--- src/rtl/cmt_pkg.sv ---
// Shared constants and types for the cassette (CMT) serial output block.
package cmt_pkg;

    // Register addresses; the data push and the status read share address 0.
    localparam logic [1:0] ADDR_DATA   = 2'd0;
    localparam logic [1:0] ADDR_STATUS = 2'd0;
    localparam logic [1:0] ADDR_CTRL   = 2'd1;
    localparam logic [1:0] ADDR_DIV    = 2'd2;
    localparam logic [1:0] ADDR_CLR    = 2'd3;

    // Status word bit positions; the FIFO count starts at ST_COUNT.
    localparam int ST_BUSY  = 0;
    localparam int ST_EMPTY = 1;
    localparam int ST_FULL  = 2;
    localparam int ST_OVF   = 3;
    localparam int ST_COUNT = 8;

    // Control word bit positions.
    localparam int CTRL_MOTOR = 0;
    localparam int CTRL_TX_EN = 1;

    // 50 MHz / 1200 bit/s.
    localparam int DEFAULT_DIV = 41667;

    typedef enum logic [1:0] {IDLE, START, DATA, STOP} tx_state_e;

endpackage

--- src/rtl/cmt_tx_out_if.sv ---
// Avalon-MM register bus seen by the CMT output block.
interface cmt_tx_out_if;
    logic [1:0]  address;
    logic        write;
    logic [31:0] writedata;
    logic [31:0] readdata;

    modport master (output address, output write, output writedata, input readdata);
    modport slave  (input address, input write, input writedata, output readdata);
endinterface

--- src/rtl/cmt_tx_fifo.sv ---
// Byte FIFO, first-word fall-through: the head is always visible on dout.
module cmt_tx_fifo #(
    parameter int AW = 4
) (
    input  logic        clk,
    input  logic        reset,
    input  logic        push,
    input  logic        pop,
    input  logic [7:0]  din,
    output logic [7:0]  dout,
    output logic        empty,
    output logic        full,
    output logic [AW:0] count
);
    localparam int DEPTH = 1 << AW;

    logic [7:0]    mem_q [DEPTH];
    logic [AW-1:0] wptr_q, rptr_q;
    logic [AW:0]   cnt_q;
    logic          do_push, do_pop;

    assign empty   = (cnt_q == '0);
    assign full    = (cnt_q == (AW+1)'(DEPTH));
    // Emptiness is judged before this cycle's push, so a push into an empty
    // FIFO cannot be popped in the same cycle.
    assign do_pop  = pop && !empty;
    // A full FIFO still takes a byte when the head leaves in the same cycle.
    assign do_push = push && (!full || do_pop);
    assign dout    = mem_q[rptr_q];
    assign count   = cnt_q;

    // Storage array; contents need no reset because the pointers define validity.
    always_ff @(posedge clk) begin
        if (do_push) mem_q[wptr_q] <= din;
    end

    // Pointers wrap naturally at 2^AW; the count is one bit wider so full is representable.
    always_ff @(posedge clk or posedge reset) begin
        if (reset) begin
            wptr_q <= '0;
            rptr_q <= '0;
            cnt_q  <= '0;
        end else begin
            if (do_push) wptr_q <= wptr_q + 1'b1;
            if (do_pop)  rptr_q <= rptr_q + 1'b1;
            cnt_q <= cnt_q + (AW+1)'(do_push) - (AW+1)'(do_pop);
        end
    end
endmodule

--- src/rtl/cmt_tx_out.sv ---
// CMT output port: register file, FIFO and an 8-N-2 serializer driving cmt_txd.
module cmt_tx_out #(
    parameter int FIFO_AW     = 4,
    parameter int DIV_W       = 16,
    parameter int DEFAULT_DIV = 41667
) (
    input  logic     clk,
    input  logic     reset,
    cmt_tx_out_if.slave bus,
    output logic     cmt_txd,
    output logic     cmt_motor
);
    import cmt_pkg::*;

    tx_state_e        state_q;
    logic [7:0]       shreg_q;
    logic [2:0]       idx_q;
    logic [DIV_W-1:0] cnt_q, div_q, bit_len_m1;
    logic             txd_q, motor_q, tx_en_q, ovf_q;
    logic [31:0]      readdata_d, readdata_q;
    logic             push_w, pop_w, last_stop;
    logic [7:0]       fifo_dout;
    logic             fifo_empty, fifo_full;
    logic [FIFO_AW:0] fifo_count;
    logic             unused_wd;

    assign unused_wd  = ^bus.writedata;
    assign push_w     = bus.write && (bus.address == ADDR_DATA);
    // Divisor values 0 and 1 both give a single clock per bit.
    assign bit_len_m1 = (div_q < DIV_W'(2)) ? '0 : div_q - DIV_W'(1);
    assign last_stop  = (state_q == STOP) && (cnt_q == '0) && idx_q[0];
    // Pops happen only from IDLE or at the very end of a frame, so disabling
    // tx_en mid-frame lets the current frame finish without fetching another.
    assign pop_w      = tx_en_q && !fifo_empty && ((state_q == IDLE) || last_stop);

    cmt_tx_fifo #(.AW(FIFO_AW)) u_fifo (
        .clk   (clk),
        .reset (reset),
        .push  (push_w),
        .pop   (pop_w),
        .din   (bus.writedata[7:0]),
        .dout  (fifo_dout),
        .empty (fifo_empty),
        .full  (fifo_full),
        .count (fifo_count)
    );

    // Control, divisor and sticky overflow registers.
    always_ff @(posedge clk or posedge reset) begin
        if (reset) begin
            motor_q <= 1'b0;
            tx_en_q <= 1'b0;
            div_q   <= DIV_W'(DEFAULT_DIV);
            ovf_q   <= 1'b0;
        end else begin
            if (bus.write) begin
                case (bus.address)
                    ADDR_CTRL: begin
                        motor_q <= bus.writedata[CTRL_MOTOR];
                        tx_en_q <= bus.writedata[CTRL_TX_EN];
                    end
                    ADDR_DIV: div_q <= bus.writedata[DIV_W-1:0];
                    ADDR_CLR: ovf_q <= 1'b0;
                    default: ;
                endcase
            end
            if (push_w && fifo_full && !pop_w) ovf_q <= 1'b1;
        end
    end

    // Read mux for the registered read port.
    always_comb begin
        readdata_d = '0;
        case (bus.address)
            ADDR_STATUS: begin
                readdata_d[ST_BUSY]  = (state_q != IDLE);
                readdata_d[ST_EMPTY] = fifo_empty;
                readdata_d[ST_FULL]  = fifo_full;
                readdata_d[ST_OVF]   = ovf_q;
                readdata_d[ST_COUNT +: FIFO_AW+1] = fifo_count;
            end
            ADDR_CTRL: begin
                readdata_d[CTRL_MOTOR] = motor_q;
                readdata_d[CTRL_TX_EN] = tx_en_q;
            end
            ADDR_DIV: readdata_d[DIV_W-1:0] = div_q;
            default:  readdata_d = '0;
        endcase
    end

    // Read data is sampled every cycle; no read strobe is needed.
    always_ff @(posedge clk or posedge reset) begin
        if (reset) readdata_q <= '0;
        else       readdata_q <= readdata_d;
    end

    // Serializer: the line level is registered from the current state, so
    // cmt_txd trails the state by one clock; idx_q doubles as the stop-bit index.
    always_ff @(posedge clk or posedge reset) begin
        if (reset) begin
            state_q <= IDLE;
            shreg_q <= '0;
            idx_q   <= '0;
            cnt_q   <= '0;
            txd_q   <= 1'b1;
        end else begin
            case (state_q)
                START:   txd_q <= 1'b0;
                DATA:    txd_q <= shreg_q[idx_q];
                default: txd_q <= 1'b1;
            endcase
            case (state_q)
                IDLE: begin
                    if (pop_w) begin
                        shreg_q <= fifo_dout;
                        state_q <= START;
                        cnt_q   <= bit_len_m1;
                        idx_q   <= '0;
                    end
                end
                START: begin
                    if (cnt_q == '0) begin
                        state_q <= DATA;
                        idx_q   <= '0;
                        cnt_q   <= bit_len_m1;
                    end else cnt_q <= cnt_q - 1'b1;
                end
                DATA: begin
                    if (cnt_q == '0) begin
                        cnt_q <= bit_len_m1;
                        if (idx_q == 3'd7) begin
                            state_q <= STOP;
                            idx_q   <= '0;
                        end else idx_q <= idx_q + 1'b1;
                    end else cnt_q <= cnt_q - 1'b1;
                end
                STOP: begin
                    if (cnt_q != '0) cnt_q <= cnt_q - 1'b1;
                    else if (!idx_q[0]) begin
                        idx_q <= 3'd1;
                        cnt_q <= bit_len_m1;
                    end else if (pop_w) begin
                        shreg_q <= fifo_dout;
                        state_q <= START;
                        cnt_q   <= bit_len_m1;
                        idx_q   <= '0;
                    end else state_q <= IDLE;
                end
                default: state_q <= IDLE;
            endcase
        end
    end

    assign bus.readdata = readdata_q;
    assign cmt_txd      = txd_q;
    assign cmt_motor    = motor_q;
endmodule

--- src/flat_wrapper.sv ---
// flat-port wrapper written by rule: the top's interface ports become plain ports
module cmt_tx_out_flat import cmt_pkg::*;
#(
    parameter int FIFO_AW     = 4,
    parameter int DIV_W       = 16,
    parameter int DEFAULT_DIV = 41667
)
  (clk, reset, cmt_txd, cmt_motor, bus_address, bus_write, bus_writedata, bus_readdata);
  cmt_tx_out_if bus_i ();
  input  logic clk;
  input  logic reset;
  output logic cmt_txd;
  output logic cmt_motor;
  input wire logic [$bits(bus_i.address)-1:0] bus_address;
  input wire logic [$bits(bus_i.write)-1:0] bus_write;
  input wire logic [$bits(bus_i.writedata)-1:0] bus_writedata;
  output wire logic [$bits(bus_i.readdata)-1:0] bus_readdata;
  assign bus_i.address = bus_address;
  assign bus_i.write = bus_write;
  assign bus_i.writedata = bus_writedata;
  assign bus_readdata = bus_i.readdata;
  cmt_tx_out #(.FIFO_AW(FIFO_AW), .DIV_W(DIV_W), .DEFAULT_DIV(DEFAULT_DIV)) u_core (.clk(clk), .reset(reset), .bus(bus_i), .cmt_txd(cmt_txd), .cmt_motor(cmt_motor));
endmodule
--- config.mk ---
export PLATFORM = sky130hd
export DESIGN_NAME = cmt_tx_out_flat
export DESIGN_NICKNAME = d
export VERILOG_FILES = /design/src/rtl/cmt_pkg.sv /design/src/rtl/cmt_tx_out_if.sv /design/src/rtl/cmt_tx_fifo.sv /design/src/rtl/cmt_tx_out.sv /design/src/flat_wrapper.sv
export SDC_FILE = /design/constraint.sdc
export NUM_CORES = 1
export LEC_CHECK = 0
export CAP_MARGIN = 15
export CORE_AREA = 3 3 135 137
export DETAILED_ROUTE_END_ITERATION = 7
export DIE_AREA = 0 0 138 140
export DONT_BUFFER_PORTS = 1
export GPL_ROUTABILITY_DRIVEN = 0
export PLACE_DENSITY = 0.83
export SLEW_MARGIN = 20
export SYNTH_ARGS = -nofsm -noshare
export SYNTH_HDL_FRONTEND = slang
export SYNTH_SLANG_ARGS = --single-unit
--- constraint.sdc ---
create_clock -name clk -period 3.1 [get_ports clk]
set_clock_uncertainty 0.05 [all_clocks]
set_input_delay 0.465 -clock clk [delete_from_list [all_inputs] [get_ports clk]]
set_output_delay 0.465 -clock clk [all_outputs]
set_load 0.05 [all_outputs]
==> results of run 1 <==
-- worst paths after layout --
check,start,endpoint
setup / recovery,u_core.u_fifo.count[3],u_core.u_fifo.count[4]
hold / removal,reset,u_core.u_fifo.count[2]
setup reg to reg,u_core.u_fifo.count[3],u_core.u_fifo.count[4]
hold reg to reg,u_core.shreg_q[3],u_core.shreg_q[3]
max in group asynchronous,reset,u_core.div_q[0]
min in group clk,bus_address[1],u_core.bus.readdata[1]
-- flip-flops by register name, indices dropped and copies added, names as in the netlist, 2 cells and up --
name / cells
u_core.state_q: 2
u_core.u_fifo.rptr_q: 4
u_core.bus.readdata: 16
u_core.u_fifo.wptr_q: 4
u_core.u_fifo.mem_q: 128
u_core.div_q: 16
u_core.cnt_q: 16
u_core.shreg_q: 8
u_core.u_fifo.count: 5
u_core.idx_q: 3
-- routing by layer --
layer	routed length, µm	part of all wire, %	global-route usage, %	vias up
met3	2104	8.8	4.609	95
met5	0	0	0	-
met4	954	4.0	9.776	0
li1	-	-	-	2875
met2	11970	50	41.50	420
met1	8753	37	30.03	3300
-- layout make-up --
cell class | instances | area, µm²
flip-flops and latches | 206 | 5807
fillers | 1130 | 5766
multi-input cells | 462 | 3769
repair buffers | 84 | 685.7
clock buffers | 23 | 564.3
well taps | 225 | 281.5
clock inverters | 15 | 190.2
inverters | 28 | 113.9
-- cells in the final DEF (no fill, tap or decap), types with 22 or more instances in the layout --
cell	netlist	final
dfrtp_1	70	69
mux4_2	32	32
dlygate4sd3_1	0	22
buf_4	17	62
a21oi_1	28	28
mux2_2	29	29
nand2_1	43	42
edfxtp_1	128	128
nor2_1	57	57
clkbuf_16	0	22
-- cells by family after synthesis --
family | Yosys count
buffers and inverters | 82
AOI/OAI and AO/OA | 120
adders and majority gates | 21
other | 1
muxes | 92
DFF | 206
and+or+nand+nor | 194
xor gates and xnor gates | 19
-- stage by stage --
| step | instance area, µm² | power, mW | TNS, ps |
|---|---|---|---|
| detailed placement | 10370 | 7.677 | -11.47 |
| finish | 11410 | 10.65 | 0 |
| global route | 11410 | 11.14 | -90.36 |
| floorplan | 9983 | 6.636 | -103.2 |
| CTS | 11300 | 10.52 | 0 |
| global placement | 10370 | 7.437 | 0 |
-- worst max-delay path: cells and delay by family, from the launching register on --
family / cells / cell delay (ps)
fa+ha+maj: 4 / 810
simple gates: 4 / 740
compound gates: 3 / 520
flops: 1 / 390
buf+inv: 6 / 340
xor+xnor: 1 / 110
-- power groups by stage --
stage	clock (mW)	combinational [mW]	sequential (mW)
6_report	2.75	3.97	3.94
2_1_floorplan	0	2.89	3.75
3_3_place_gp	0	3.51	3.93
4_1_cts	2.75	3.83	3.93
3_5_place_dp	0	3.71	3.97
5_1_grt	2.90	4.26	3.99
-- repair_timing --
action | CTS | global route
endpoints found under the hold margin | 70 | 49
resized for setup | 3 | 3
setup buffers | 3 | 3
endpoints found under the setup margin | 1 | 1
cloned | 0 | 0
pin swaps | 1 | 6
hold buffers | 14 | 8
==> results.cfg, run 1 <==
[timing]
rsz0062_at_grt = true
fmax_mhz = 324.7
worstMarginPinSlew_ps = 994.7
fin_crit_ps = 3080
setup_viol_count_final = 0
slew_headroom_pct = 33.69
timing.hold.ws_ps = -22.36
finalCritPeriodShare_pct = 99.36
setup_slack_ps = 19.78
finalMaxSlewViolations = 0
finalHoldViolations = 12

[global_routing]
grt_pass1_wl_mm = 36.82
grt_use_total_pct = 24.01
grt_max_degree = 56
grt_antenna_before_repair = 0
first_global_vias = 6811
grt_overflow = 0

[finish]
area_growth_pct = 15.65
drive_above_1_share_pct = 24.08
n_antenna_cell = 0
fin_cells = 1043
final_util_pct = 66.43
nNetsFinal = 861

[critical_path]
critPathCaptureType = flip-flop
rr_worst_depth = 18
worstPathRequired_ps = 3440
cp.arrival_ps = 3420
crit_type = flip-flop to flip-flop
path_cells = inv_2 -> ha_4 -> or4b_4 -> nand2_2 -> o31a_1 -> inv_6 -> o21a_1 -> inv_2 -> ha_4 -> inv_4 -> ha_4 -> inv_2 -> fa_2 -> inv_2 -> a21oi_1 -> nor2_1 -> nor2_1 -> xnor2_1
max_stage_delay_ps = 500
worstSetupStartpointType = flip-flop
ff2ff_setup_slack_ps = 20
path_max_fanout = 3
cp_slowest_cell = or4b_4
crit_top_cell = inv_2

[clock_tree]
clk_latency_ps = 510
cts-root-buf = clkbuf_16
numCtsBuffers = 21
ctsHtreeMaxLevel = 1
cts_tree = done
clk_pin_slew_ps = 60
clk_path_buf_depth = 3
cts.sinks = 206

[logic_synthesis]
synth_ff_type = edfxtp_1
synth-compound-area-share_pct = 8.230
ys_ff_latch = 206
yosys.area.top_type = edfxtp_1
yosys.area_share.simple_pct = 10.35
avgSynthCellArea_um2 = 13.42
ys_types = 78
synth_top_area_share_pct = 38.96
synthXorXnorAreaFrac_pct = 1.687
synth_top_family_by_area = multiplexers
synth-seq-area-share_pct = 58.84
muxShareOfSynthArea_pct = 14.00
synth.most_common_cell = edfxtp_1
async_flop_share_pct = 37.86
synthTopCellsByArea = edfxtp_1 39%, dfrtp_1 18%, mux4_2 7.3%, mux2_2 3.3%, ha_1 2.5%
syn_area_mm2 = 0.009867
synth_edf_count = 128
synthTopCellsByCount = 128 x edfxtp_1, 70 x dfrtp_1, 57 x nor2_1
yosys_warnings = 0
syn_inst = 735
synth_fa_ha_area_share_pct = 2.739

[outcome]
violations = hold timing
status = finished with violations

[route]
wl_per_cell_um = 22.80
num_vias = 6690
drt-initial-drc-count = 826
routed_via_density = 6.414
drt-pass1-iter-count = 8
totalWireLength_mm = 23.78
drc = 0
antenna_left = 0

[pwr]
p_clk_share_pct = 25.8
p_int_mw = 6.833
p_per_area_mw_per_mm2 = 933.4
leakage_nw = 4.339
switching_share_pct = 35.84
power_frac_seq_pct = 37.0
ir_drop_mv = 0.7425
comb_power_share_pct = 37.2
p_switching_mw = 3.818

[floorplan]
die_h_um = 140
fp.dieW_um = 138
num_rows = 48
start_util_pct = 57.44
io_pins = 71
dieArea_mm2 = 0.01932
core_area_mm2 = 0.01718

[place]
dp_hpwl_mm = 14.78
dp_cells = 977
post-place-ws_ps = -11.47
io_buffers = 0

[flow_run]
maxCapViolations = 0

[hold_path]
min_path_type = input port to async pin
Note: power is estimated with default switching activity, not from simulation.
==> run 2, diff against run 1 <==
--- a/config.mk
+++ b/config.mk
@@ -6,11 +6,12 @@
 export NUM_CORES = 1
 export LEC_CHECK = 0
 export CAP_MARGIN = 15
-export CORE_AREA = 3 3 135 137
+export CORE_AREA = 2 2 134 136
 export DETAILED_ROUTE_END_ITERATION = 7
-export DIE_AREA = 0 0 138 140
+export DIE_AREA = 0 0 136 138
 export DONT_BUFFER_PORTS = 1
 export GPL_ROUTABILITY_DRIVEN = 0
+export MAX_ROUTING_LAYER = met4
 export PLACE_DENSITY = 0.83
 export SLEW_MARGIN = 20
 export SYNTH_ARGS = -nofsm -noshare
==> run 2 against run 1 <==
Net effect: the run ends with setup timing left; global-route usage rose by 3.6 points; maximum frequency is 3.2% lower; combinational power about the same; die area is 2.9% lower; highest routed layer unchanged.
==> results.cfg, run 2 (same netlist as run 1, synthesis figures left out) <==
[timing]
worstMarginPinSlew_ps = 809.7
fmax_mhz = 314.3
finalMaxSlewViolations = 0
slew_headroom_pct = 46.02
setup_viol_count_final = 1
finalHoldViolations = 0
setup_slack_ps = -81.73
finalCritPeriodShare_pct = 102.6
tns_ps = -81.73
rsz0062_at_grt = true
fin_crit_ps = 3182

[clock_tree]
cts.sinks = 206
ctsHtreeMaxLevel = 1
clk_latency_ps = 510
clk_path_buf_depth = 3
cts-root-buf = clkbuf_16
clk_pin_slew_ps = 60
numCtsBuffers = 22
cts_tree = done

[route]
highest_layer = met4
wl_met3_mm = 1.819
wl_per_cell_um = 23.41
totalWireLength_mm = 24.35
wl_met2_mm = 12.32
drc = 0
drt-initial-drc-count = 817
wl_met1_mm = 9.084
num_vias = 6619
drt-pass1-iter-count = 8
routed_via_density = 6.364
antenna_left = 0

[floorplan]
fp.dieW_um = 136
start_util_pct = 56.27
core_area_mm2 = 0.01753
io_pins = 71
num_rows = 49
die_h_um = 138
dieArea_mm2 = 0.01877

[global_routing]
first_global_vias = 6691
grt_antenna_before_repair = 2
grt_pass1_wl_mm = 38.48
grt_max_degree = 42
grt_use_total_pct = 27.65
grt_overflow = 0

[finish]
multi_input_area_mm2 = 0.003769
final_common_cell = edfxtp_1
fill_cells = 1201
fin_cells = 1040
seq_area_mm2 = 0.005807
largest_reg_flops = 128
drive_above_1_share_pct = 24.13
final_util_pct = 64.35
largest_register = u_core.u_fifo.mem_q
mostFrequentLayoutCells = 128 x edfxtp_1, 69 x dfrtp_1, 62 x buf_4, 57 x nor2_1, 42 x nand2_1
nNetsFinal = 850
area_growth_pct = 14.35

[hold_path]
min_path_type = input port to flip-flop
holdPathStages = 1

[critical_path]
cp.arrival_ps = 3540
worstSetupStartpointType = flip-flop
critical-path-top-delay-family = adder cells
path_cells = inv_2 -> ha_4 -> or4b_4 -> nand3_2 -> o31a_1 -> inv_6 -> o21a_1 -> inv_2 -> ha_4 -> inv_4 -> ha_4 -> inv_2 -> fa_2 -> inv_2 -> a21oi_1 -> nor2_1 -> nor2_1 -> xnor2_1
critPathCaptureType = flip-flop
path_depth = 18
crit_type = flip-flop to flip-flop
path_max_fanout = 4
max_stage_delay_ps = 510
crit_buf_inv = 6
crit_top_cell = inv_2
rr_worst_depth = 18
worstPathRequired_ps = 3460
cp_slowest_cell = or4b_4

[flow_run]
maxCapViolations = 0

[pwr]
ir_drop_mv = 0.5324
p_per_area_mw_per_mm2 = 935.2
power_mw = 10.55
leakage_nw = 4.282

[place]
io_buffers = 0
dp_cells = 983
dp_hpwl_mm = 15.06

[outcome]
status = finished with violations
violations = setup timing
## run 2: layer usage
metal / global-route usage (%) / up-vias
li1: - / 2846
met2: 43.85 / 374
met5: - / -
met1: 35.84 / 3310
met4: 11.68 / 0
met3: 4.070 / 89
## run 2: power by group
group	switching [mW]	total [mW]	internal [mW]
Combinational	2.14	3.98	1.85
Sequential	0.605	3.92	3.31
Clock	1.08	2.65	1.58
## run 2: final cells by class
type / instances / share of cell area [%]
diodes: 3 / 0.06653
clock buffers: 31 / 5.533
clock inverters: 9 / 0.9758
inverters: 28 / 1.009
multi-input cells: 462 / 33.40
flip-flops and latches: 206 / 51.46
well taps: 229 / 2.539
repair buffers: 72 / 5.012
## run 2: path summary, 6_finish.rpt
kind | start | endpoint | slack (ps)
worst max-delay path | u_core.u_fifo.count[2] | u_core.u_fifo.count[4] | -80
worst min-delay path | bus_address[1] | u_core.ovf_q | 10
worst max register to register | u_core.u_fifo.count[2] | u_core.u_fifo.count[4] | -80
worst min register to register | u_core.shreg_q[7] | u_core.shreg_q[7] | 440
max in group asynchronous | reset | u_core.cmt_txd | 1560
min in group asynchronous | reset | u_core.u_fifo.wptr_q[3] | 480
## run 2: timing repair
item,CTS,global route
hold endpoints to repair,171,0
resized for setup,2,4
pin swaps,7,8
endpoints found under the setup margin,1,1
hold buffers,10,0
cloned,0,0
buffers inserted,2,2
## run 2: per-stage QoR
stage	worst slack [ps]	instance area [µm²]	hold slack, ps
after floorplan	-103.2	9983	400.3
after global placement	59.60	10390	417.5
after detailed placement	-26.59	10390	434.1
after CTS	4.806	11250	5.415
after global routing	-242.1	11280	10.76
final	-81.73	11280	12.92
==> run 3, diff against run 2 <==
--- a/config.mk
+++ b/config.mk
@@ -13,7 +13,9 @@
 export GPL_ROUTABILITY_DRIVEN = 0
 export MAX_ROUTING_LAYER = met4
 export PLACE_DENSITY = 0.83
+export SETUP_SLACK_MARGIN = 0.05
 export SLEW_MARGIN = 20
 export SYNTH_ARGS = -nofsm -noshare
 export SYNTH_HDL_FRONTEND = slang
 export SYNTH_SLANG_ARGS = --single-unit
+export TNS_END_PERCENT = 100
==> run 3 against run 2 <==
Net effect: highest routed layer unchanged; final cell count grew 1.1%; first-iteration DRC count is 7.2% lower; register-to-register slack better by 80 ps; combinational power up 2%; via count increased by 1.4%; the flow now finishes without violations; non-clock buffer count is 11 higher.
==> results.cfg, run 3 (same netlist as run 1, synthesis figures left out) <==
[outcome]
status = complete, no violations

[finish]
area_growth_pct = 15.23
final_common_cell = edfxtp_1
fill_cells = 1189
largest_reg_flops = 128
drive_above_1_share_pct = 25.27
nNetsFinal = 861
mostFrequentLayoutCells = 128 x edfxtp_1, 73 x buf_4, 69 x dfrtp_1, 57 x nor2_1, 42 x nand2_1
largest_register = u_core.u_fifo.mem_q

[timing]
finalCritPeriodShare_pct = 99.90
finalHoldViolations = 0
fin_crit_ps = 3097
finalMaxSlewViolations = 0
slew_headroom_pct = 46.16
worstMarginPinSlew_ps = 807.6
setup_viol_count_final = 0
rsz0062_at_grt = true
timing.hold.ws_ps = 1.468
fmax_mhz = 322.9

[critical_path]
crit_buf_inv = 6
path_cells = inv_2 -> ha_4 -> or4b_4 -> nand3_2 -> o31a_1 -> inv_6 -> o21a_1 -> inv_2 -> ha_4 -> inv_4 -> ha_4 -> inv_2 -> fa_2 -> inv_2 -> a21oi_2 -> nor2_1 -> nor2_1 -> xnor2_1
r2r-start = u_core.u_fifo.count[2]
ff2ff_setup_slack_ps = 3
cp.arrival_ps = 3440
r2r_end = u_core.u_fifo.count[4]
max_stage_delay_ps = 510
crit_top_cell = inv_2
worstSetupStartpointType = flip-flop
crit_type = flip-flop to flip-flop
worstPathRequired_ps = 3440
cp_slowest_cell = or4b_4
rr_worst_depth = 18
critPathCaptureType = flip-flop
path_max_fanout = 4
critical-path-top-delay-family = adder cells

[floorplan]
fp.dieW_um = 136
num_rows = 49
core_area_mm2 = 0.01753
dieArea_mm2 = 0.01877
io_pins = 71
die_h_um = 138
start_util_pct = 56.27

[route]
drc = 0
routed_via_density = 6.388
num_vias = 6714
drt-pass1-iter-count = 8
antenna_left = 0
wl_per_cell_um = 23.42
totalWireLength_mm = 24.62
drt-initial-drc-count = 758

[hold_path]
holdPathStages = 1
hold_start = bus_address[1]
min_to = u_core.bus.readdata[0]
min_path_type = input port to flip-flop

[pwr]
ir_drop_mv = 0.5330
p_per_area_mw_per_mm2 = 936.2
leakage_nw = 4.334
power_mw = 10.64

[global_routing]
grt_use_total_pct = 27.84
grt_max_degree = 42
grt_antenna_before_repair = 2
first_global_vias = 6755
grt_overflow = 0
grt_pass1_wl_mm = 38.76

[clock_tree]
clk_pin_slew_ps = 60
clk_path_buf_depth = 3
ctsHtreeMaxLevel = 1
cts_tree = done
cts-root-buf = clkbuf_16
numCtsBuffers = 22
clk_latency_ps = 510
cts.sinks = 206

[flow_run]
maxCapViolations = 0

[place]
dp_hpwl_mm = 15.06
io_buffers = 0
-- run 3: final cells by class --
cell class | count | area (µm²) | share of cell area, %
Clock inverter | 9 | 110.1 | 0.9684
Clock buffer | 31 | 624.3 | 5.491
Sequential cell | 206 | 5807 | 51.07
Timing Repair Buffer | 83 | 648.1 | 5.700
Multi-Input combinational cell | 462 | 3772 | 33.18
Tap cell | 229 | 286.5 | 2.520
Inverter | 28 | 113.9 | 1.001
Antenna cell | 3 | 7.507 | 0.06603
-- run 3: power by group --
group / switching (mW) / total (mW) / internal, mW
Combinational: 2.15 / 4.06 / 1.91
Clock: 1.09 / 2.67 / 1.58
Sequential: 0.607 / 3.92 / 3.31
-- run 3: how the worst max path moves through the flow --
stage	start	to	slack (ps)	cells past startpoint
final	u_core.u_fifo.count[2]	u_core.u_fifo.count[4]	3	18
after global routing	u_core.u_fifo.count[3]	u_core.u_fifo.count[4]	-140	18
after CTS	u_core.u_fifo.count[3]	u_core.u_fifo.count[4]	40	18
after detailed placement	u_core.u_fifo.count[3]	u_core.u_fifo.count[4]	-30	18
after global placement	u_core.u_fifo.count[3]	u_core.u_fifo.count[4]	60	18
after floorplan	u_core.u_fifo.count[3]	u_core.u_fifo.count[4]	-100	21
-- run 3: repair_timing --
action	4_1_cts	5_1_grt
resized for setup	5	2
endpoints found under the hold margin	171	0
setup buffers	13	2
hold buffers	10	0
pin swaps	11	3
endpoints found under the setup margin	1	2
-- run 3: metrics by stage --
step	setup TNS [ps]	utilization, %	cell area (µm²)	worst slack (ps)	std cells
final	0	64.84	11370	2.954	1051
after global routing	-142.2	64.84	11370	-142.2	1051
after CTS	0	64.66	11340	35.28	1046
after detailed placement	-26.59	59.27	10390	-26.59	983
after global placement	0	59.27	10390	59.60	983
after floorplan	-103.2	-	9983	-103.2	750
-- run 3: metal layers --
metal,wire length [µm],global-route usage [%],up-vias
met5,0,-,-
met4,1081,11.90,0
met3,1770,4.547,83
met2,12530,44.17,383
met1,9235,35.71,3378
li1,-,-,2870
